[src/rtl/spmv_sram_arbiter.sv]
// Round-robin arbiter for the shared single-port SpMV SRAM, with bounded locked bursts and tagged read return.
// Optional: define SPMV_ARB_WB_PRIO_EN to give the writeback port (requester 0) absolute priority in IDLE.
module spmv_sram_arbiter #(
    parameter int NUM_REQ  = 3,
    parameter int ADDR_W   = 5,
    parameter int DATA_W   = 256,
    parameter int READ_LAT = 1,
    parameter int MAX_LOCK = 16
) (
    input  logic                      i_clk,
    input  logic                      i_rst,
    input  logic [NUM_REQ-1:0]        i_req,
    input  logic [NUM_REQ-1:0]        i_lock,
    input  logic [NUM_REQ-1:0]        i_we,
    input  logic [NUM_REQ*ADDR_W-1:0] i_addr,
    input  logic [NUM_REQ*DATA_W-1:0] i_wdata,
    output logic [NUM_REQ-1:0]        o_gnt,
    output logic [NUM_REQ-1:0]        o_rvalid,
    output logic [DATA_W-1:0]         o_rdata,
    output logic [ADDR_W-1:0]         o_mem_addr,
    output logic                      o_mem_wr_en,
    output logic [DATA_W-1:0]         o_mem_wdata,
    input  logic [DATA_W-1:0]         i_mem_rdata,
    output logic                      o_busy
);
    localparam int PW = (NUM_REQ > 1) ? $clog2(NUM_REQ) : 1;
    localparam int CW = $clog2(MAX_LOCK + 1);

    typedef enum logic {IDLE, GRANT} state_t;

    state_t                          state, state_d;
    logic [PW-1:0]                   owner, owner_d, rr_ptr, rr_ptr_d, win, win_nxt;
    logic [CW-1:0]                   lock_cnt, lock_cnt_d;
    logic [NUM_REQ-1:0]              gnt_d, tag;
    logic [NUM_REQ-1:0][ADDR_W-1:0]  addr_v;
    logic [NUM_REQ-1:0][DATA_W-1:0]  wdata_v;
    logic [ADDR_W-1:0]               addr_q;
    logic [DATA_W-1:0]               wdata_q;
    logic [READ_LAT-1:0][NUM_REQ-1:0] vld_pipe;
    logic                            access, found;
    int                              idx;

    assign addr_v  = i_addr;
    assign wdata_v = i_wdata;
    assign access  = (state == GRANT) && i_req[owner] && !i_rst;
    assign win_nxt = (int'(win) == NUM_REQ - 1) ? '0 : win + PW'(1);

    // First requester at or above rr_ptr, wrapping.
    always_comb begin
        win   = '0;
        found = 1'b0;
        idx   = 0;
`ifdef SPMV_ARB_WB_PRIO_EN
        if (i_req[0]) found = 1'b1;
`endif
        for (int i = 0; i < NUM_REQ; i++) begin
            idx = int'(rr_ptr) + i;
            if (idx >= NUM_REQ) idx = idx - NUM_REQ;
            if (!found && i_req[idx]) begin
                found = 1'b1;
                win   = PW'(idx);
            end
        end
    end

    always_comb begin
        state_d    = state;
        gnt_d      = o_gnt;
        owner_d    = owner;
        rr_ptr_d   = rr_ptr;
        lock_cnt_d = lock_cnt;
        case (state)
            IDLE: begin
                if (|i_req) begin
                    state_d    = GRANT;
                    gnt_d      = '0;
                    gnt_d[win] = 1'b1;
                    owner_d    = win;
                    lock_cnt_d = '0;
`ifdef SPMV_ARB_WB_PRIO_EN
                    if (win != '0) rr_ptr_d = win_nxt;
`else
                    rr_ptr_d = win_nxt;
`endif
                end
            end
            GRANT: begin
                if (!i_req[owner]) begin
                    state_d = IDLE;
                    gnt_d   = '0;
                end else begin
                    lock_cnt_d = lock_cnt + CW'(1);
                    if (!(i_lock[owner] && (int'(lock_cnt) + 1 < MAX_LOCK))) begin
                        state_d = IDLE;
                        gnt_d   = '0;
                    end
                end
            end
            default: begin
                state_d = IDLE;
                gnt_d   = '0;
            end
        endcase
    end

    always_comb begin
        tag = '0;
        if (access && !i_we[owner]) tag[owner] = 1'b1;
    end

    always_ff @(posedge i_clk) begin
        if (i_rst) begin
            state    <= IDLE;
            o_gnt    <= '0;
            owner    <= '0;
            rr_ptr   <= '0;
            lock_cnt <= '0;
            addr_q   <= '0;
            wdata_q  <= '0;
            vld_pipe <= '0;
        end else begin
            state       <= state_d;
            o_gnt       <= gnt_d;
            owner       <= owner_d;
            rr_ptr      <= rr_ptr_d;
            lock_cnt    <= lock_cnt_d;
            addr_q      <= o_mem_addr;
            wdata_q     <= o_mem_wdata;
            vld_pipe[0] <= tag;
            for (int i = 1; i < READ_LAT; i++) vld_pipe[i] <= vld_pipe[i-1];
        end
    end

    // SRAM pins hold their last value between accesses so the macro sees no spurious toggles.
    assign o_mem_wr_en = access && i_we[owner];
    assign o_mem_addr  = access ? addr_v[owner]  : addr_q;
    assign o_mem_wdata = access ? wdata_v[owner] : wdata_q;
    assign o_rvalid    = i_rst ? '0 : vld_pipe[READ_LAT-1];
    assign o_rdata     = i_mem_rdata;
    assign o_busy      = (state == GRANT) || (|vld_pipe);
endmodule
[config.mk]
export PLATFORM = sky130hd
export DESIGN_NAME = spmv_sram_arbiter
export DESIGN_NICKNAME = d
export VERILOG_FILES = /design/src/rtl/spmv_sram_arbiter.sv
export SDC_FILE = /design/constraint.sdc
export NUM_CORES = 1
export LEC_CHECK = 0
export BUFFER_PORTS_ARGS = -buffer_cell sky130_fd_sc_hd__buf_2
export CAP_MARGIN = 25
export CORE_AREA = 2 2 614 616
export CTS_CLUSTER_DIAMETER = 30
export DETAILED_ROUTE_END_ITERATION = 8
export DIE_AREA = 0 0 616 618
export GPL_ROUTABILITY_DRIVEN = 0
export PLACE_DENSITY = 0.3
export RECOVER_POWER = 25
export REMOVE_ABC_BUFFERS = 1
export SYNTH_ARGS = -nofsm -noshare
export SYNTH_HDL_FRONTEND = slang
export SYNTH_SLANG_ARGS = --single-unit
[constraint.sdc]
create_clock -name i_clk -period 2.3 [get_ports i_clk]
set_clock_uncertainty 0.05 [all_clocks]
set_input_delay 0.23 -clock i_clk [delete_from_list [all_inputs] [get_ports i_clk]]
set_output_delay 0.23 -clock i_clk [all_outputs]
set_load 0.005 [all_outputs]
Yosys cells after proc, flatten, opt, wreduce, memory -nomap -nowiden
Cells that the tools add are included.
{"block": "word_totals", "regBits": 277, "latchBits": 0, "ramBits": 0, "romBits": 0, "in_bits": 1050, "out_inout_bits": 525, "wordCells": 99, "mem_count": 0}
{"block": "op_classes", "n_addsub": 8, "n_mul": 0, "div_mod_pow": 0, "order_cmp": 11, "n_eq_ne": 4, "shifts": 0, "n_mux": 46, "bitwise": 2, "n_reduce_logical": 20}
{"cell": "256-bit binary-select mux with 2-bit select", "n": 1}
{"cell": "256-bit 2-to-1 mux", "n": 2}
{"cell": "32-bit by 4-bit < comparator with 1-bit output (second input constant)", "n": 3}
{"cell": "32-bit 2-to-1 mux", "n": 3}
{"cell": "5-bit 2-to-1 mux", "n": 4}
{"cell": "1-bit 2-to-1 mux", "n": 16}
{"cell": "1-bit binary-select mux with 2-bit select", "n": 6}
{"cell": "3-bit 2-to-1 mux", "n": 4}
{"cell": "5-bit binary-select mux with 2-bit select", "n": 1}
{"cell": "5-bit one-hot mux with 2 select lines", "n": 1}
{"cell": "1-bit logical AND", "n": 9}
{"cell": "2-bit 2-to-1 mux", "n": 4}
{"cell": "3-bit by 2-bit subtractor with 4-bit output (second input constant)", "n": 2}
{"cell": "5-bit by 1-bit adder with 6-bit output (second input constant)", "n": 1}
{"cell": "3-bit by 2-bit >= comparator with 1-bit output (second input constant)", "n": 2}
{"cell": "2-bit by 3-bit < comparator with 1-bit output (second input constant)", "n": 2}
{"cell": "6-bit by 5-bit < comparator with 1-bit output (second input constant)", "n": 1}
{"cell": "3-bit one-hot mux with 2 select lines", "n": 1}
{"cell": "2-bit AND reduction", "n": 3}
{"cell": "3-bit OR reduction", "n": 2}
{"cell": "5-bit by 1-bit adder with 5-bit output (second input constant)", "n": 1}
{"cell": "1-bit demux with 2-bit select", "n": 2}
{"cell": "2-bit by 1-bit >= comparator with 1-bit output (second input constant)", "n": 2}
{"cell": "1-bit logical NOT", "n": 4}
{"cell": "13 further kinds", "n": 14}

Logic depth before layout (Yosys ltp)
{"block": "depth", "depth_word": 18, "ltp_mapped": 9, "ltp_nobuf": 7}

Worst setup path before layout
No wires, ideal clock.
{"block": "synth_path", "kind": "reg-to-reg", "startpoint": "reg owner[0]", "endpoint": "reg wdata_q[198]", "setup_time_ns": 0.128, "arrival_ns": 1.753, "required_time_ns": 2.122, "setup_slack_ns": 0.369, "stages_incl_launch_ff": 8, "period_less_slack_ns": 1.931, "path_cell_list": "dfxtp_1 > buf_4 > buf_2 > buf_1 > mux2i_1 > o21ai_0 > mux2_1 > nor2b_1"}
{"block": "synth_via", "elab_chain_len": 5}
{"element": "start: declaration", "line_no": "32", "text": "logic [PW-1:0] owner, owner_d, rr_ptr, rr_ptr_d, win, win_nxt;"}
{"element": "start signal: assignment", "line_no": "124", "text": "owner <= owner_d;"}
{"element": "1-bit binary-select mux with 2-bit select", "line_no": "45", "text": "assign access = (state == GRANT) && i_req[owner] && !i_rst;"}
{"element": "1-bit 2-to-1 mux (not written as such)", "line_no": "45"}
{"element": "1-bit logical AND (2 in series)", "line_no": "45"}
{"element": "256-bit 2-to-1 mux *", "line_no": "137", "text": "assign o_mem_wdata = access ? wdata_v[owner] : wdata_q;"}
{"element": "named net o_mem_wdata[198]", "line_no": "22", "text": "output logic [DATA_W-1:0] o_mem_wdata,"}
{"element": "end signal: assignment", "line_no": "128", "text": "wdata_q <= o_mem_wdata;"}
{"element": "end: declaration", "line_no": "38", "text": "logic [DATA_W-1:0] wdata_q;"}
The timed path passes the listed nets; every way through them passes the cells marked *. The select of a mux whose other input is x is not followed.
A chain may end at the register's enable or synchronous reset.

Final worst setup path
{"block": "layout_path", "startpoint": "reg owner[0]", "endpoint": "out o_mem_wdata[129]"}
{"block": "layout_via", "elab_chain_len": 5}
{"element": "1-bit binary-select mux with 2-bit select", "line_no": "45"}
{"element": "1-bit 2-to-1 mux (not written as such)", "line_no": "45"}
{"element": "1-bit logical AND (2 in series)", "line_no": "45"}
{"element": "256-bit 2-to-1 mux *", "line_no": "137"}
{"element": "end: declaration", "line_no": "22"}
Every way passes the cells marked *; elsewhere a longest branch is shown, timed or not. The select of a mux whose other input is x is not followed.

==> results by stage <==
Clocking:
- The clock net sink count is roughly 280.
- The insertion delay to the later sink of the worst-skew pair is 0.82 ns.
- The number of buffers inserted during clock tree synthesis is about 120.
- The H-tree depth reported by CTS is 3.
- The root buffer selected by CTS is sky130_fd_sc_hd__clkbuf_16.
- TritonCTS built the clock tree.
- The clock edge transition at the registers on the reported setup and hold paths is 0.04 ns.
- The maximum root-to-sink buffer count is 4.

Route:
- The post-detailed-routing wire length is roughly 320,000 um.
- In the final routed layout, each cell accounts on average for approximately 37 um.
- In this run the remaining antenna-violating nets after routing total 0.
- The detailed router finished its first iteration with 2,802 violations.
- The vias per cell is 2.88.
- Across all layers, the routed design uses 25,200 vias.
- The first detailed-routing pass took 6 iterations.
- In the routed design, unresolved DRC markers number 0.

Critical path:
- The setup path with the least slack is of type register to output pin.
- Walking the worst path, the cells encountered are buf_12, nor2b_4, buf_12, buf_12, buf_16, buf_16, buf_4, nand2_1, o21ai_1, mux2_4, buf_6.
- Along the worst path, the maximum fanout reaches 6.
- The category of the worst setup path capture point is an output pin.
- At the worst endpoint, the arrival time is 2.95 ns.
- In this design, the stage delay of the slowest critical-path cell is around 0.34 ns.
- STA classifies the critical path startpoint as a register.
- The slowest stage of the critical path is the sky130_fd_sc_hd__dfxtp_4 cell.
- The most common cell type on the critical path is sky130_fd_sc_hd__buf_12.
- The required time of the critical path is 2.02 ns.

STA:
- The maximum achievable frequency is 310 MHz.
- Setup repair after global routing could not meet its margin everywhere.
- The final critical-path setup slack is -0.930 ns.
- Setup violations remaining at the end of the flow were counted as 266.
- The number of max-slew violations in the final report was 0.
- The worst path uses 140% of the clock period.
- Headroom to the max-slew limit came out at 54.1%.
- The final hold violation count came to 0.
- For the pin with the worst max-slew slack, the measured transition is 0.688 ns.
- The post-route minimum period is ~3.2 ns.

Cells and area:
- The post-layout net count is 4,693.
- The fraction of final layout cells sized beyond drive strength 1 is 54.9%.
- After routing the design area is 0.0440 mm2.
- The synthesis-to-layout area growth is 139%.
- The layout has between 40,000 and 50,000 filler cells.

Die:
- The die area is 0.381 mm2.
- The number of top-level design ports is 1,575.
- The initialized floorplan defines 225 standard-cell rows.
- The core region is 0.374 mm2.
- The horizontal extent of the die is 616 um.
- For this configuration, the core starts out at a cell density of 4.91%.
- The die is between 600 and 700 um tall.

Power and ir drop:
- For this design the static power due to leakage is 17.9 nW.
- The total power per unit cell area is 672 mW/mm2.
- VDD sags by at most 0.605 mV.

Global routing:
- The via count of the first global-routing pass is roughly 23,000.
- The final global-route overflow total is 0.
- Across every metal layer, demand over resource in global routing totals between 10% and 20%.
- Entering global routing, the biggest net connects just under 80 pins.
- The initial antenna violation count is 77.
- The first global-routing pass estimated 360,000 um of wire.

Worst hold path:
- The path class of the tightest hold or removal check is input port to register.

Placed design:
- Input and output buffers added on the ports amount to 1,062.
- The detailed placer's ending HPWL is 275,000 um.
- In this run the cell area measured after placement is 0.0302 mm2.
- Prior to clock tree synthesis, the placed netlist has a worst setup slack of -0.612 ns.

Yosys:
- The synthesized netlist occupies a cell area of 0.0184 mm2.
- After synthesis the netlist holds a flip-flop and latch count of 277.
- The mean instance size in the synthesized netlist is just under 9 um2.
- The number of distinct library cell variants in the gate-level netlist after synthesis is 40.
- The sequential fraction of the synthesis area is 30.2%.
- The number of warnings reported in the yosys synthesis log is 0.
- The number of instances in the synthesized netlist is 2,083.

Run status:
- The run finished, with violations left.
- The final reports fail on setup timing.

Flow run:
- Across the run, the number of max-cap violations was 0.
layout make-up:
type,count,area [um2],share of cell area [%]
inverter,5,18.8,0.0426
timing repair buffer,1840,15900,36.1
clock inverter,39,300,0.682
sequential,277,5550,12.6
clock buffer,177,3580,8.13
tap,4994,6250,14.2
antenna,17,42.5,0.0967
multi-input combinational,1393,12400,28.1
layer usage:
layer  track usage, %  vias up  wire length [um]
li1                 -     9986                 -
met1             13.9    11900            103000
met2             18.5     2781            109000
met3             23.0      452             94600
met4             3.40       88              9040
met5             14.5        -              7580
logic make-up after synthesis:
kind of cell               share of synthesized area, %
DFF                                                30.2
and+or+nand+nor                                    15.8
buffers and inverters                              15.1
muxes                                              30.7
xor gates and xnor gates                         0.0953
adders and majority gates                         0.340
AOI/OAI and AO/OA                                  7.82
what timing repair did:
action / 4_1_cts / 5_1_grt
hold endpoints to repair: 222 / 9
gates resized for setup: 360 / 742
endpoints found under the setup margin: 330 / 416
cloned: 9 / 26
hold buffers: 418 / 9
pin swaps: 5 / 18
setup buffers: 27 / 65
power by group:
part	internal (mW)	switching [mW]
Sequential	5.06	0.0778
Clock	10.7	4.64
Combinational	4.64	4.47
final timing paths:
kind                      from               end  slack, ns  cells after the start
setup / recovery      owner[0]  o_mem_wdata[129]      -0.93                     11
hold / removal    i_wdata[561]       wdata_q[49]      0.008                      5
setup reg to reg      owner[0]        wdata_q[1]      -0.07                     11
hold reg to reg       o_gnt[0]          o_gnt[0]       0.44                      2
per-stage QoR:
step / power [mW] / utilization [%] / TNS [ns] / cells / hold WS [ns]
global placement: 11.7 / 8.05 / -28.27 / 7968 / 0.368
detailed placement: 11.7 / 8.06 / -28.01 / 7970 / 0.365
global route: 30.8 / 11.8 / -250.74 / 8734 / 0.00167
floorplan: 7.94 / - / - / 1675 / 0.249
finish: 29.6 / 11.8 / -210.76 / 8742 / 0.00756
CTS: 28.8 / 10.7 / -250.41 / 8640 / 0.000615
Yosys cell counts, drive strengths merged:
library cell / instances / area, um2
a21oi: 8 / 40.0
a222oi: 1 / 10.0
a22o: 1 / 8.76
a22oi: 1 / 7.51
a31oi: 2 / 12.5
and2: 1 / 6.26
and3: 2 / 12.5
buf: 341 / 2500
clkbuf: 67 / 251
dfxtp: 277 / 5550
ha: 5 / 62.6
inv: 5 / 18.8
mux2: 261 / 2960
mux2i: 267 / 2670
nand2: 271 / 1020
nand2b: 3 / 18.8
nand3: 8 / 40.0
nand3b: 3 / 22.5
nand4b: 1 / 8.76
nor2: 8 / 30.0
nor2b: 267 / 1670
nor3: 4 / 20.0
nor3b: 1 / 7.51
nor4: 2 / 12.5
nor4b: 1 / 8.76
o2111ai: 1 / 8.76
o211ai: 1 / 7.51
o21ai: 264 / 1330
o221ai: 1 / 8.76
o2bb2ai: 1 / 8.76
or2: 2 / 12.5
or3: 1 / 6.26
or4: 2 / 15.0
xor2: 2 / 17.5
critical path, delay by kind of cell, from the launching register on:
kind | cells | cell delay [ns]
compound gates | 1 | 0.29
buf+inv | 7 | 0.96
simple gates | 2 | 0.21
flops | 1 | 0.34
mux | 1 | 0.26
sequential cells by signal, indices dropped and copies added, names as in the netlist:
| signal | count |
|---|---|
| addr_q | 5 |
| lock_cnt | 5 |
| o_gnt | 3 |
| owner | 2 |
| rr_ptr | 2 |
| state | 1 |
| vld_pipe | 3 |
| wdata_q | 256 |
cell usage in the layout (no fill, tap or decap), types with 3 or more instances in the layout:
cell type / count
sky130_fd_sc_hd__nand2b_1: 3
sky130_fd_sc_hd__nand2_2: 18
sky130_fd_sc_hd__nor3_1: 4
sky130_fd_sc_hd__a21oi_1: 8
sky130_fd_sc_hd__buf_2: 877
sky130_fd_sc_hd__o21ai_2: 48
sky130_fd_sc_hd__mux2i_4: 64
sky130_fd_sc_hd__buf_16: 24
sky130_fd_sc_hd__nand2_1: 247
sky130_fd_sc_hd__nand3_1: 8
sky130_fd_sc_hd__clkbuf_1: 23
sky130_fd_sc_hd__mux2_2: 34
sky130_fd_sc_hd__mux2_4: 196
sky130_fd_sc_hd__o21ai_1: 55
sky130_fd_sc_hd__mux2_1: 31
sky130_fd_sc_hd__clkinv_2: 34
sky130_fd_sc_hd__clkbuf_16: 145
sky130_fd_sc_hd__inv_1: 5
sky130_fd_sc_hd__o21ai_0: 133
sky130_fd_sc_hd__buf_12: 102
sky130_fd_sc_hd__dfxtp_1: 274
sky130_fd_sc_hd__diode_2: 17
sky130_fd_sc_hd__o21ai_4: 28
sky130_fd_sc_hd__nor2_1: 7
sky130_fd_sc_hd__ha_1: 5
sky130_fd_sc_hd__clkbuf_8: 32
sky130_fd_sc_hd__buf_6: 215
sky130_fd_sc_hd__nand3b_1: 3
sky130_fd_sc_hd__buf_4: 144
sky130_fd_sc_hd__nor2b_1: 253
sky130_fd_sc_hd__mux2i_2: 25
sky130_fd_sc_hd__mux2i_1: 178
sky130_fd_sc_hd__buf_8: 25
sky130_fd_sc_hd__dlygate4sd3_1: 427
sky130_fd_sc_hd__nand2_4: 6
sky130_fd_sc_hd__nor2b_4: 14
Note: power is estimated with default switching activity, not from simulation.
